**src/rtl/fetch_queue.sv**
```systemverilog
// Instruction fetch queue: sequential word fetches, in-order responses buffered with their PCs.
// Optional FETCH_MISALIGN_CHECK_EN: misaligned redirects are ignored and flagged (sticky).
module fetch_queue #(
    parameter int unsigned DEPTH    = 4,
    parameter logic [31:0] RESET_PC = 32'h0
) (
    input  logic        clk,
    input  logic        reset,
    output logic        imem_req_valid,
    output logic [31:0] imem_req_addr,
    input  logic        imem_req_ready,
    input  logic        imem_rsp_valid,
    input  logic [31:0] imem_rsp_data,
    output logic        id_valid,
    output logic [31:0] id_inst,
    output logic [31:0] id_pc,
    input  logic        id_ready,
    input  logic        redirect_valid,
    input  logic [31:0] redirect_pc,
    output logic        fetch_misalign
);
    localparam int unsigned AW = $clog2(DEPTH);

    typedef enum logic [0:0] {StFetch, StDrain} state_e;

    state_e        state_q, state_d;
    logic [31:0]   pc_q, pc_d;
    logic [AW:0]   out_q, out_d;
    logic [AW:0]   drop_q, drop_d;
    logic [AW:0]   wr_q, wr_d, rd_q, rd_d;
    logic [AW:0]   tag_wr_q, tag_rd_q;
    logic [31:0]   inst_mem [DEPTH];
    logic [31:0]   pc_mem   [DEPTH];
    logic [31:0]   tag_mem  [DEPTH];

    logic          redir, fire, rsp, push, pop;
    logic [AW:0]   occ, remain;
    logic [AW+1:0] credit_used;

`ifdef FETCH_MISALIGN_CHECK_EN
    logic misalign_q;

    assign redir = redirect_valid && (redirect_pc[1:0] == 2'b00);

    always_ff @(posedge clk or posedge reset) begin
        if (reset) begin
            misalign_q <= 1'b0;
        end else if (redirect_valid && (redirect_pc[1:0] != 2'b00)) begin
            misalign_q <= 1'b1;
        end
    end

    assign fetch_misalign = misalign_q;
`else
    assign redir          = redirect_valid;
    assign fetch_misalign = 1'b0;
`endif

    // Credit rule: in-flight requests plus buffered entries never exceed DEPTH.
    assign occ            = wr_q - rd_q;
    assign credit_used    = {1'b0, out_q} + {1'b0, occ};
    assign imem_req_valid = !reset && (state_q == StFetch) && !redirect_valid
                            && (credit_used < (AW+2)'(DEPTH));
    assign imem_req_addr  = pc_q;
    assign fire           = imem_req_valid && imem_req_ready;
    assign rsp            = imem_rsp_valid && (out_q != '0);
    assign push           = rsp && (state_q == StFetch) && !redir;
    assign id_valid       = (wr_q != rd_q);
    assign pop            = id_valid && id_ready && !redir;
    assign id_inst        = id_valid ? inst_mem[rd_q[AW-1:0]] : 32'h0;
    assign id_pc          = id_valid ? pc_mem[rd_q[AW-1:0]] : 32'h0;

    always_comb begin
        state_d = state_q;
        pc_d    = pc_q;
        drop_d  = drop_q;
        wr_d    = wr_q + (AW+1)'(push);
        rd_d    = rd_q + (AW+1)'(pop);
        out_d   = out_q + (AW+1)'(fire) - (AW+1)'(rsp);
        remain  = '0;
        if (fire) begin
            pc_d = pc_q + 32'd4;
        end
        if (redir) begin
            // No fire is possible during a redirect, so out_q is exact here.
            remain  = (state_q == StFetch) ? out_q - (AW+1)'(rsp) : drop_q - (AW+1)'(rsp);
            pc_d    = redirect_pc & ~32'h3;
            wr_d    = '0;
            rd_d    = '0;
            drop_d  = remain;
            state_d = (remain != '0) ? StDrain : StFetch;
        end else if ((state_q == StDrain) && rsp) begin
            drop_d = drop_q - (AW+1)'(1);
            if (drop_q == (AW+1)'(1)) begin
                state_d = StFetch;
            end
        end
    end

    always_ff @(posedge clk or posedge reset) begin
        if (reset) begin
            state_q  <= StFetch;
            pc_q     <= RESET_PC;
            out_q    <= '0;
            drop_q   <= '0;
            wr_q     <= '0;
            rd_q     <= '0;
            tag_wr_q <= '0;
            tag_rd_q <= '0;
        end else begin
            state_q  <= state_d;
            pc_q     <= pc_d;
            out_q    <= out_d;
            drop_q   <= drop_d;
            wr_q     <= wr_d;
            rd_q     <= rd_d;
            tag_wr_q <= tag_wr_q + (AW+1)'(fire);
            tag_rd_q <= tag_rd_q + (AW+1)'(rsp);
        end
    end

    // Tag FIFO pops on every response, dropped or not, so it stays aligned with memory order.
    always_ff @(posedge clk) begin
        if (fire) begin
            tag_mem[tag_wr_q[AW-1:0]] <= pc_q;
        end
        if (push) begin
            inst_mem[wr_q[AW-1:0]] <= imem_rsp_data;
            pc_mem[wr_q[AW-1:0]]   <= tag_mem[tag_rd_q[AW-1:0]];
        end
    end

endmodule

```
**config.mk**
```make
export PLATFORM = sky130hd
export DESIGN_NAME = fetch_queue
export DESIGN_NICKNAME = d
export VERILOG_FILES = /design/src/rtl/fetch_queue.sv
export SDC_FILE = /design/constraint.sdc
export NUM_CORES = 1
export LEC_CHECK = 0
export CORE_AREA = 2 2 224 138
export CTS_CLUSTER_SIZE = 12
export DETAILED_ROUTE_END_ITERATION = 8
export DIE_AREA = 0 0 226 140
export PLACE_DENSITY = 0.79
export SLEW_MARGIN = 0
export SYNTH_ARGS = -nofsm -noshare
export SYNTH_HDL_FRONTEND = slang
export SYNTH_SLANG_ARGS = --single-unit
```
**constraint.sdc**
```tcl
create_clock -name clk -period 7.65 [get_ports clk]
set_input_delay 1.1475 -clock clk [delete_from_list [all_inputs] [get_ports clk]]
set_output_delay 1.1475 -clock clk [all_outputs]
set_load 0.02 [all_outputs]
```
==> results.md, run 1 <==
- Outcome: finished, final reports clean
- 1st-pass router iterations: 6
- Ant diodes: 0
- Initial core utilization: 0.5633
- Clock skew after layout: 0.02460 ns
- Cell Area, Synth: 16610 sq um
- Initial DRC Count: 869
- Buffer cell driving the clock tree root: clkbuf_16
- Cell count after synthesis: 873
- Most common cell after layout, fill and taps aside: edfxtp_1
- Post-synth cell types: 53
- Share of the synthesized area in the top cell type: 0.6652
- Final setup margin: 3.027 ns
- Final global-route overflow total: 0
- Setup TNS after final layout: 0 ns
- Largest net degree at the start of global routing: 64
- Cell type with the largest total area after synthesis: edfxtp_1
- Clock Tree Buf Depth: 3
- Transition time of the tightest slew-check pin: 1.085 ns
- Top area cells in the synthesized netlist: edfxtp_1 (67%), mux4_2 (12%), dfrtp_1 (7.1%)
- FP Rows: 49
- Count of buffers inserted at the top-level ports: 161
- H-tree depth: 2
- Antenna violations before repair: 0
- Power density over the cells: 271.3 nW/um^2
- Remaining design rule violation count: 0
- Ys Warns: 0
- Hold Violations, Final: 0
- Clock tree from TritonCTS: yes
- Leading cell types in the layout, fill and taps excluded: edfxtp_1 (368), clkdlybuf4s50_1 (160), mux4_2 (92)
- Growth of design area from synthesis to finish: 19.56%
- Async set or reset register ratio after synthesis: 0.1133
- Number of post-CTS setup repair buffers: 0
- Total of endpoints with negative setup slack in the final report: 0
- Average wire per cell in the routed design: 23.15 um
- Number of buffers added by the clock tree synthesis step: 41
- Via count: 8775
- Post-synthesis average cell area: 19.03 sq um
- Insertion delay to the later sink of the worst-skew pair: 0.53 ns
- Floorplan die width: 226 um
- Static leakage: 6.483 nW
- Number of hold buffers added after CTS: 0
- Data arrival time of the critical path: 3.48 ns
- Required time of the critical path: 6.50 ns
- Startpoint types: register
- Gpl congestion: 0.8228
- Overall fraction of global-route tracks in use: 0.2208
- Routed wire length: 34.24 mm
- Total core area: 29490 sq um
- Fraction of final layout cells with drive strength greater than 1: 0.1671
- Worst R2R Setup Slack: 3.51 ns
- Drt via density: 5.933
- Wire length of the first global-routing pass: 52.67 mm
- Critical path endpoint category: output port
- Placed wire-length estimate after detailed placement: 20.50 mm
- RSZ-0062 raised after global routing: no
- Most frequently used flop master after synthesis: edfxtp_1
- Tcrit/Tclk final: 0.6043
- Top fanout value on the critical path: 51
- Area of all placed cells without fillers: 19860 sq um
- Final number of max-transition violations: 0
- Sequential-to-total area share from yosys stat: 0.7360
- Post-CTS clock slew at the launch and capture registers of the worst setup and hold paths: 0.06 ns
- IO Count: 169
- Number of violations of the max-capacitance limit: 0
- Worst setup timing slack at the placement stage: 3.497 ns
- Number of enable-type register cells in the synthesized netlist: 368
- Placed Instance Area: 18670 sq um
- Shortest clock period the worst path allows after layout: 4.623 ns
- Via count of the first global-routing pass: 8916
- Count of filler cells inserted in the layout: 1955
- WS Path Type: register to output port
- CTS-repair resized insts: 0
- Max_slew headroom: 0.2757
- Yosys reg bits: 415
- Post-layout net count: 1138
- Final ANT Viol Nets: 0
- Die height: 140 um
- Highest achievable clock rate: 0.2163 GHz
- Number of clock sinks: 415
- Overall die area: 31640 sq um
- Hold WC Path Type: register to register
- Max VDD drop: 201.1 uV
-- worst max-delay path, cell delays in order, from the launching register on --
cell	delay, ns
dfrtp_4	0.66
ha_1	0.38
and3_2	0.45
buf_4	0.59
nor2b_1	0.23
clkdlybuf4s50_1	0.60
-- path summary, 6_finish.rpt --
path | end | startpoint | depth (start not counted)
worst max-delay path | id_pc[23] | rd_q[0]$_DFF_PP0_ | 5
worst min-delay path | rd_q[2]$_DFF_PP0_ | rd_q[2]$_DFF_PP0_ | 2
worst max register to register | tag_mem[2][16]$_DFFE_PP_ | rd_q[0]$_DFF_PP0_ | 11
worst min register to register | rd_q[2]$_DFF_PP0_ | rd_q[2]$_DFF_PP0_ | 2
max in group asynchronous | rd_q[0]$_DFF_PP0_ | reset | 2
min in group asynchronous | drop_q[0]$_DFFE_PP0P_ | reset | 2
-- per-stage QoR --
| stage | power (mW) | util | instances | hold WS (ns) |
|---|---|---|---|---|
| 2_1_floorplan | 3.303 | - | 877 | 0.4939 |
| 3_3_place_gp | 3.578 | 0.6331 | 1414 | 0.5438 |
| 3_5_place_dp | 3.608 | 0.6331 | 1414 | 0.5474 |
| 4_1_cts | 5.437 | 0.6735 | 1479 | 0.5836 |
| 5_1_grt | 5.594 | 0.6735 | 1479 | 0.6050 |
| 6_report | 5.387 | 0.6735 | 1479 | 0.5801 |
-- flip-flops by register name (all words and copies together) (netlist names) --
register / count
inst_mem: 128
pc_mem: 120
tag_mem: 120
imem_req_addr: 30
drop_q: 3
out_q: 3
rd_q: 3
wr_q: 3
tag_rd_q: 2
tag_wr_q: 2
state_q: 1
-- routing by layer --
metal | global-route usage | share of wire
met1 | 0.3364 | 0.45
met2 | 0.3428 | 0.47
met3 | 0.03986 | 0.067
met4 | 0.04148 | 0.010
met5 | 0 | 0
-- synthesized netlist by cell type, types with 11 or more instances --
master	number
nand3_1	18
nor2_1	22
nor2b_1	67
nand4_1	11
dfrtp_1	47
mux4_2	92
clkbuf_1	22
inv_1	15
mux2i_1	12
edfxtp_1	368
o21ai_0	18
nand2_1	38
ha_1	17
buf_2	12
-- report_power, final --
group          leakage, nW  total, mW  switching [mW]  internal, mW
clock                0.578       1.83           0.773          1.06
combinational         2.02      0.748           0.383         0.365
sequential            3.89       2.81           0.151          2.66
total                 6.48       5.39            1.31          4.08
-- layout make-up --
class | instances | area (sq um) | area share
Clock buffer | 61 | 1144 | 0.05758
Timing Repair Buffer | 177 | 1727 | 0.08694
Sequential cell | 415 | 12230 | 0.6160
Clock inverter | 4 | 48.80 | 0.002457
Inverter | 16 | 60.06 | 0.003024
Multi-Input combinational cell | 398 | 4138 | 0.2083
Tap cell | 408 | 510.5 | 0.02570
-- cells by family (layout without fill, tap and decap cells) --
kind of cell	after synthesis	after routing	share of synthesized area
adder cells (fa/ha/maj)	19	19	0.01521
buffers and inverters	64	258	0.01740
flip-flops	415	415	0.7360
AND/OR/NAND/NOR	196	196	0.06666
other	1	5	0.0002257
AO/OA/AOI/OAI	62	62	0.02606
XOR/XNOR	11	11	0.005799
multiplexers	105	105	0.1326
Note: power is estimated with default switching activity, not from simulation.
==> inputs of run 2 (changes only) <==
clock period = 4.57 ns   (was 7.65 ns; I/O delays follow)
==> results.md, run 2 (synthesis gave the netlist of run 1 again) <==
- Gpl congestion: 0.8106
- Total of endpoints with negative setup slack in the final report: 0
- Buffers plus inverters on the worst setup path: 3
- Initial core utilization: 0.5633
- RSZ-0062 raised after global routing: no
- 1st-pass router iterations: 5
- Flip-flop count of the largest register, all copies and words added: 128
- Post-CTS clock slew at the launch and capture registers of the worst setup and hold paths: 0.06 ns
- Final ANT Viol Nets: 0
- Wire length of the first global-routing pass: 51.87 mm
- Average wire per cell in the routed design: 22.52 um
- Static leakage: 6.493 nW
- H-tree depth: 2
- Overall fraction of global-route tracks in use: 0.2164
- Leading cell types in the layout, fill and taps excluded: edfxtp_1 (368), clkdlybuf4s50_1 (160), mux4_2 (92)
- Top fanout value on the critical path: 4
- Critical path endpoint category: output port
- Clock tree from TritonCTS: yes
- Power density over the cells: 450.1 nW/um^2
- Clock Tree Buf Depth: 3
- Drt via density: 5.868
- Largest net degree at the start of global routing: 64
- Routed wire length: 33.31 mm
- Total core area: 29490 sq um
- Ant diodes: 0
- FP Rows: 49
- Fraction of final layout cells with drive strength greater than 1: 0.1681
- Via count of the first global-routing pass: 9023
- WS Path Type: register to output port
- Via count: 8679
- Floorplan die width: 226 um
- Highest achievable clock rate: 0.2610 GHz
- Placed wire-length estimate after detailed placement: 20.62 mm
- Number of hold buffers added after CTS: 0
- Max VDD drop: 293.9 uV
- CTS-repair resized insts: 0
- Growth of design area from synthesis to finish: 20.06%
- Largest stage delay on the critical path: 0.62 ns
- Most common cell after layout, fill and taps aside: edfxtp_1
- Max_slew headroom: 0.2734
- Count of filler cells inserted in the layout: 1935
- Insertion delay to the later sink of the worst-skew pair: 0.55 ns
- Number of violations of the max-capacitance limit: 0
- Final global-route overflow total: 0
- Tcrit/Tclk final: 0.8383
- Critical path, cell by cell: inv_1 -> ha_1 -> inv_1 -> fa_1 -> xor2_1 -> ha_1 -> nor4_4 -> and3_1 -> clkdlybuf4s50_1
- Outcome: finished, final reports clean
- Transition time of the tightest slew-check pin: 1.090 ns
- Initial DRC Count: 715
- Remaining design rule violation count: 0
- Worst R2R Setup Slack: 1.00 ns
- Number of buffers added by the clock tree synthesis step: 41
- Hold Violations, Final: 0
- Shortest clock period the worst path allows after layout: 3.831 ns
- IO Count: 169
- Number of clock sinks: 415
- Placed Instance Area: 18770 sq um
- Antenna violations before repair: 0
- Area of all placed cells without fillers: 19940 sq um
- Library cell contributing the largest single delay on the critical path: clkdlybuf4s50_1
- Data arrival time of the critical path: 3.15 ns
- Die height: 140 um
- Buffer cell driving the clock tree root: clkbuf_16
- Count of buffers inserted at the top-level ports: 161
- Kind of cell adding the most delay to the critical path: buffers and inverters
- Setup TNS after final layout: 0 ns
- Overall die area: 31640 sq um
- Startpoint types: register
- Final number of max-transition violations: 0
- Clock skew after layout: 0.02350 ns
- Hold WC Path Type: primary input to register
- Post-layout net count: 1140
- Required time of the critical path: 3.88 ns
- Number of post-CTS setup repair buffers: 0
==> run 2: path summary, 6_finish.rpt <==
kind | end | depth (start not counted) | startpoint
setup reg to reg | tag_mem[2][16]$_DFFE_PP_ | 12 | wr_q[0]$_DFF_PP0_
min in group asynchronous | out_q[0]$_DFF_PP0_ | 2 | reset
hold / removal | imem_req_addr[25]$_DFFE_PP0P_ | 3 | redirect_valid
setup / recovery | imem_req_valid | 9 | wr_q[0]$_DFF_PP0_
max in group asynchronous | rd_q[0]$_DFF_PP0_ | 2 | reset
hold reg to reg | rd_q[2]$_DFF_PP0_ | 2 | rd_q[2]$_DFF_PP0_
==> run 2: routing by layer <==
| layer | track usage | wire length (um) |
|---|---|---|
| met1 | 0.3200 | 14660 |
| met3 | 0.04133 | 2118 |
| met2 | 0.3415 | 16100 |
| met4 | 0.04705 | 433 |
| met5 | 0 | 0 |
==> run 2: final cells by class <==
class                   instances  area [sq um]  area share
clock buffers                  58          1090     0.05464
clock inverters                 5         82.58    0.004141
inverters                      16         60.06    0.003011
multi-input cells             398          4150      0.2081
flip-flops and latches        415         12230      0.6134
well taps                     408         510.5     0.02560
repair buffers                179          1817     0.09109
==> run 2: through the flow <==
stage	setup slack [ns]	power, mW	std cells	hold slack (ns)	utilization
3_3_place_gp	1.148	5.975	1416	0.5472	0.6366
3_5_place_dp	1.051	6.034	1416	0.5790	0.6366
6_report	0.7388	8.977	1479	0.5148	0.6763
4_1_cts	0.7065	9.065	1479	0.4970	0.6763
5_1_grt	0.5793	9.334	1479	0.5277	0.6763
2_1_floorplan	-1.255	5.531	877	0.5065	-
==> run 2: power by group <==
group / internal, mW / switching, mW / leakage, nW / total (mW)
Sequential: 4.44 / 0.307 / 3.89 / 4.75
Combinational: 0.612 / 0.582 / 2.04 / 1.19
Clock: 1.71 / 1.32 / 0.564 / 3.03
==> run 2: worst min-delay path, stage by stage <==
cell,delay (ns)
buf_2,0.18
nand2_1,0.08
nand3_1,0.06
==> inputs of run 3 (changes only) <==
CORE_AREA = 2 2 236 145   (was 2 2 224 138)
DIE_AREA = 0 0 238 147   (was 0 0 226 140)
PLACE_DENSITY = 0.75   (was 0.79)
clock period = 3.25 ns   (was 4.57 ns; I/O delays follow)
==> results.md, run 3 (synthesis gave the netlist of run 1 again) <==
- Outcome: finished, final reports clean
- Largest stage delay on the critical path: 0.63 ns
- Clock Tree Buf Depth: 3
- Total core area: 33050 sq um
- Final standard cell count with taps included and fillers excluded: 1533
- Buffer cell driving the clock tree root: clkbuf_16
- Count of buffers inserted at the top-level ports: 161
- Flip-flop count of the largest register, all copies and words added: 128
- Power density over the cells: 625.8 nW/um^2
- Static leakage: 6.940 nW
- Floorplan die width: 238 um
- Wire length of the first global-routing pass: 53.16 mm
- Ant diodes: 0
- Final global-route overflow total: 0
- Routed wire length: 34.55 mm
- Total of endpoints with negative setup slack in the final report: 0
- Top fanout value on the critical path: 64
- WS Path Type: register to output port
- Highest achievable clock rate: 0.3128 GHz
- Final setup margin: 0.05336 ns
- Max_slew headroom: 0.5557
- Required time of the critical path: 2.76 ns
- Placed Instances: 1464
- Transition time of the tightest slew-check pin: 0.6644 ns
- Post-layout net count: 1168
- Number of violations of the max-capacitance limit: 0
- Buffers plus inverters on the worst setup path: 3
- Critical path, cell by cell: buf_4 -> ha_1 -> and3_2 -> buf_12 -> nor2b_1 -> clkdlybuf4s50_1
- Die height: 147 um
- Overall die area: 34990 sq um
- Max VDD drop: 398.1 uV
- Via count of the first global-routing pass: 9090
- Placed wire-length estimate after detailed placement: 21.51 mm
- Library cell contributing the largest single delay on the critical path: clkdlybuf4s50_1
- IO Count: 169
- Shortest clock period the worst path allows after layout: 3.197 ns
- Drt via density: 5.715
- Insertion delay to the later sink of the worst-skew pair: 0.54 ns
- Gpl congestion: 0.8045
- Final number of max-transition violations: 0
- Overall fraction of global-route tracks in use: 0.2003
- Worst setup timing slack at the placement stage: 0.1393 ns
- Post-CTS clock slew at the launch and capture registers of the worst setup and hold paths: 0.06 ns
- Leading cell types in the layout, fill and taps excluded: edfxtp_1 (368), clkdlybuf4s50_1 (145), mux4_2 (92)
- Hold Slack: 0.4149 ns
- Initial core utilization: 0.5026
- Startpoint types: register
- Remaining design rule violation count: 0
- Average wire per cell in the routed design: 22.54 um
- Critical path endpoint category: output port
- RSZ-0062 raised after global routing: no
- Final core utilization: 0.6192
- H-tree depth: 2
- FP Rows: 52
- 1st-pass router iterations: 5
- Largest net degree at the start of global routing: 65
- Growth of design area from synthesis to finish: 23.21%
- Final ANT Viol Nets: 0
- Initial DRC Count: 784
- Via count: 8761
- Hold Violations, Final: 0
- Antenna violations before repair: 1
- Clock tree from TritonCTS: yes
- Most common cell after layout, fill and taps aside: edfxtp_1
- Fraction of final layout cells with drive strength greater than 1: 0.1989
- Hold WC Path Type: primary input to async pin
- Kind of cell adding the most delay to the critical path: buffers and inverters
- Number of clock sinks: 415
- Tcrit/Tclk final: 0.9836
- Data arrival time of the critical path: 2.71 ns
- Number of buffers added by the clock tree synthesis step: 41
- Clock skew after layout: 0.01552 ns
==> run 3: path summary, 6_finish.rpt <==
path	slack, ns	endpoint	cells after the start	startpoint
min reg2reg	0.58	out_q[0]$_DFF_PP0_	1	out_q[0]$_DFF_PP0_
max reg2reg	0.18	tag_mem[2][25]$_DFFE_PP_	13	wr_q[0]$_DFF_PP0_
max	0.05	id_inst[30]	6	wr_q[1]$_DFF_PP0_
max in group asynchronous	2.10	imem_req_addr[19]$_DFFE_PP0P_	3	reset
min	0.41	state_q$_DFFE_PP0P_	2	reset
min in group clk	0.44	rd_q[1]$_DFF_PP0_	3	redirect_valid
==> run 3: what timing repair did <==
item,CTS,global route
hold endpoints to repair,0,0
gates cloned,1,1
pin swaps,0,2
setup buffers,0,2
setup endpoints to repair,53,112
hold buffers,0,0
gates resized for setup,7,24
==> run 3: worst reg2reg max path: cells and delay by family, from the launching register on <==
kind | cells | cell delay [ns]
DFF | 1 | 0.43
buffers and inverters | 5 | 0.76
and+or+nand+nor | 4 | 0.71
xor gates and xnor gates | 1 | 0.17
adders and majority gates | 3 | 0.69
==> run 3: cell type report <==
| cell class | instances | area [sq um] |
|---|---|---|
| clock buffers | 59 | 1104 |
| clock inverters | 6 | 106.4 |
| fillers | 2338 | 12580 |
| inverters | 16 | 65.06 |
| multi-input cells | 398 | 4192 |
| flip-flops and latches | 415 | 12230 |
| well taps | 432 | 540.5 |
| repair buffers | 207 | 2226 |
==> run 3: power breakdown <==
part | internal (mW) | switching, mW | leakage [nW] | total (mW)
clock | 2.51 | 1.88 | 0.583 | 4.39
sequential | 6.25 | 0.241 | 3.89 | 6.49
combinational | 0.914 | 1.02 | 2.47 | 1.93
==> run 3: routing by layer <==
metal,global-route usage,part of all wire,up-vias,routed length (um)
met5,0,0,-,0
met4,0.04219,0.014,0,499
met1,0.2917,0.45,4530,15390
li1,-,-,3899,-
met2,0.3221,0.48,287,16610
met3,0.03664,0.059,45,2053
==> run 3: metrics by stage <==
step | cell area, sq um | TNS (ns) | power (mW)
5_1_grt | 20470 | 0 | 13.33
3_5_place_dp | 19120 | 0 | 8.543
3_3_place_gp | 19120 | 0 | 8.471
4_1_cts | 20370 | -0.03388 | 12.92
2_1_floorplan | 16700 | -60.91 | 7.785
6_report | 20470 | 0 | 12.81
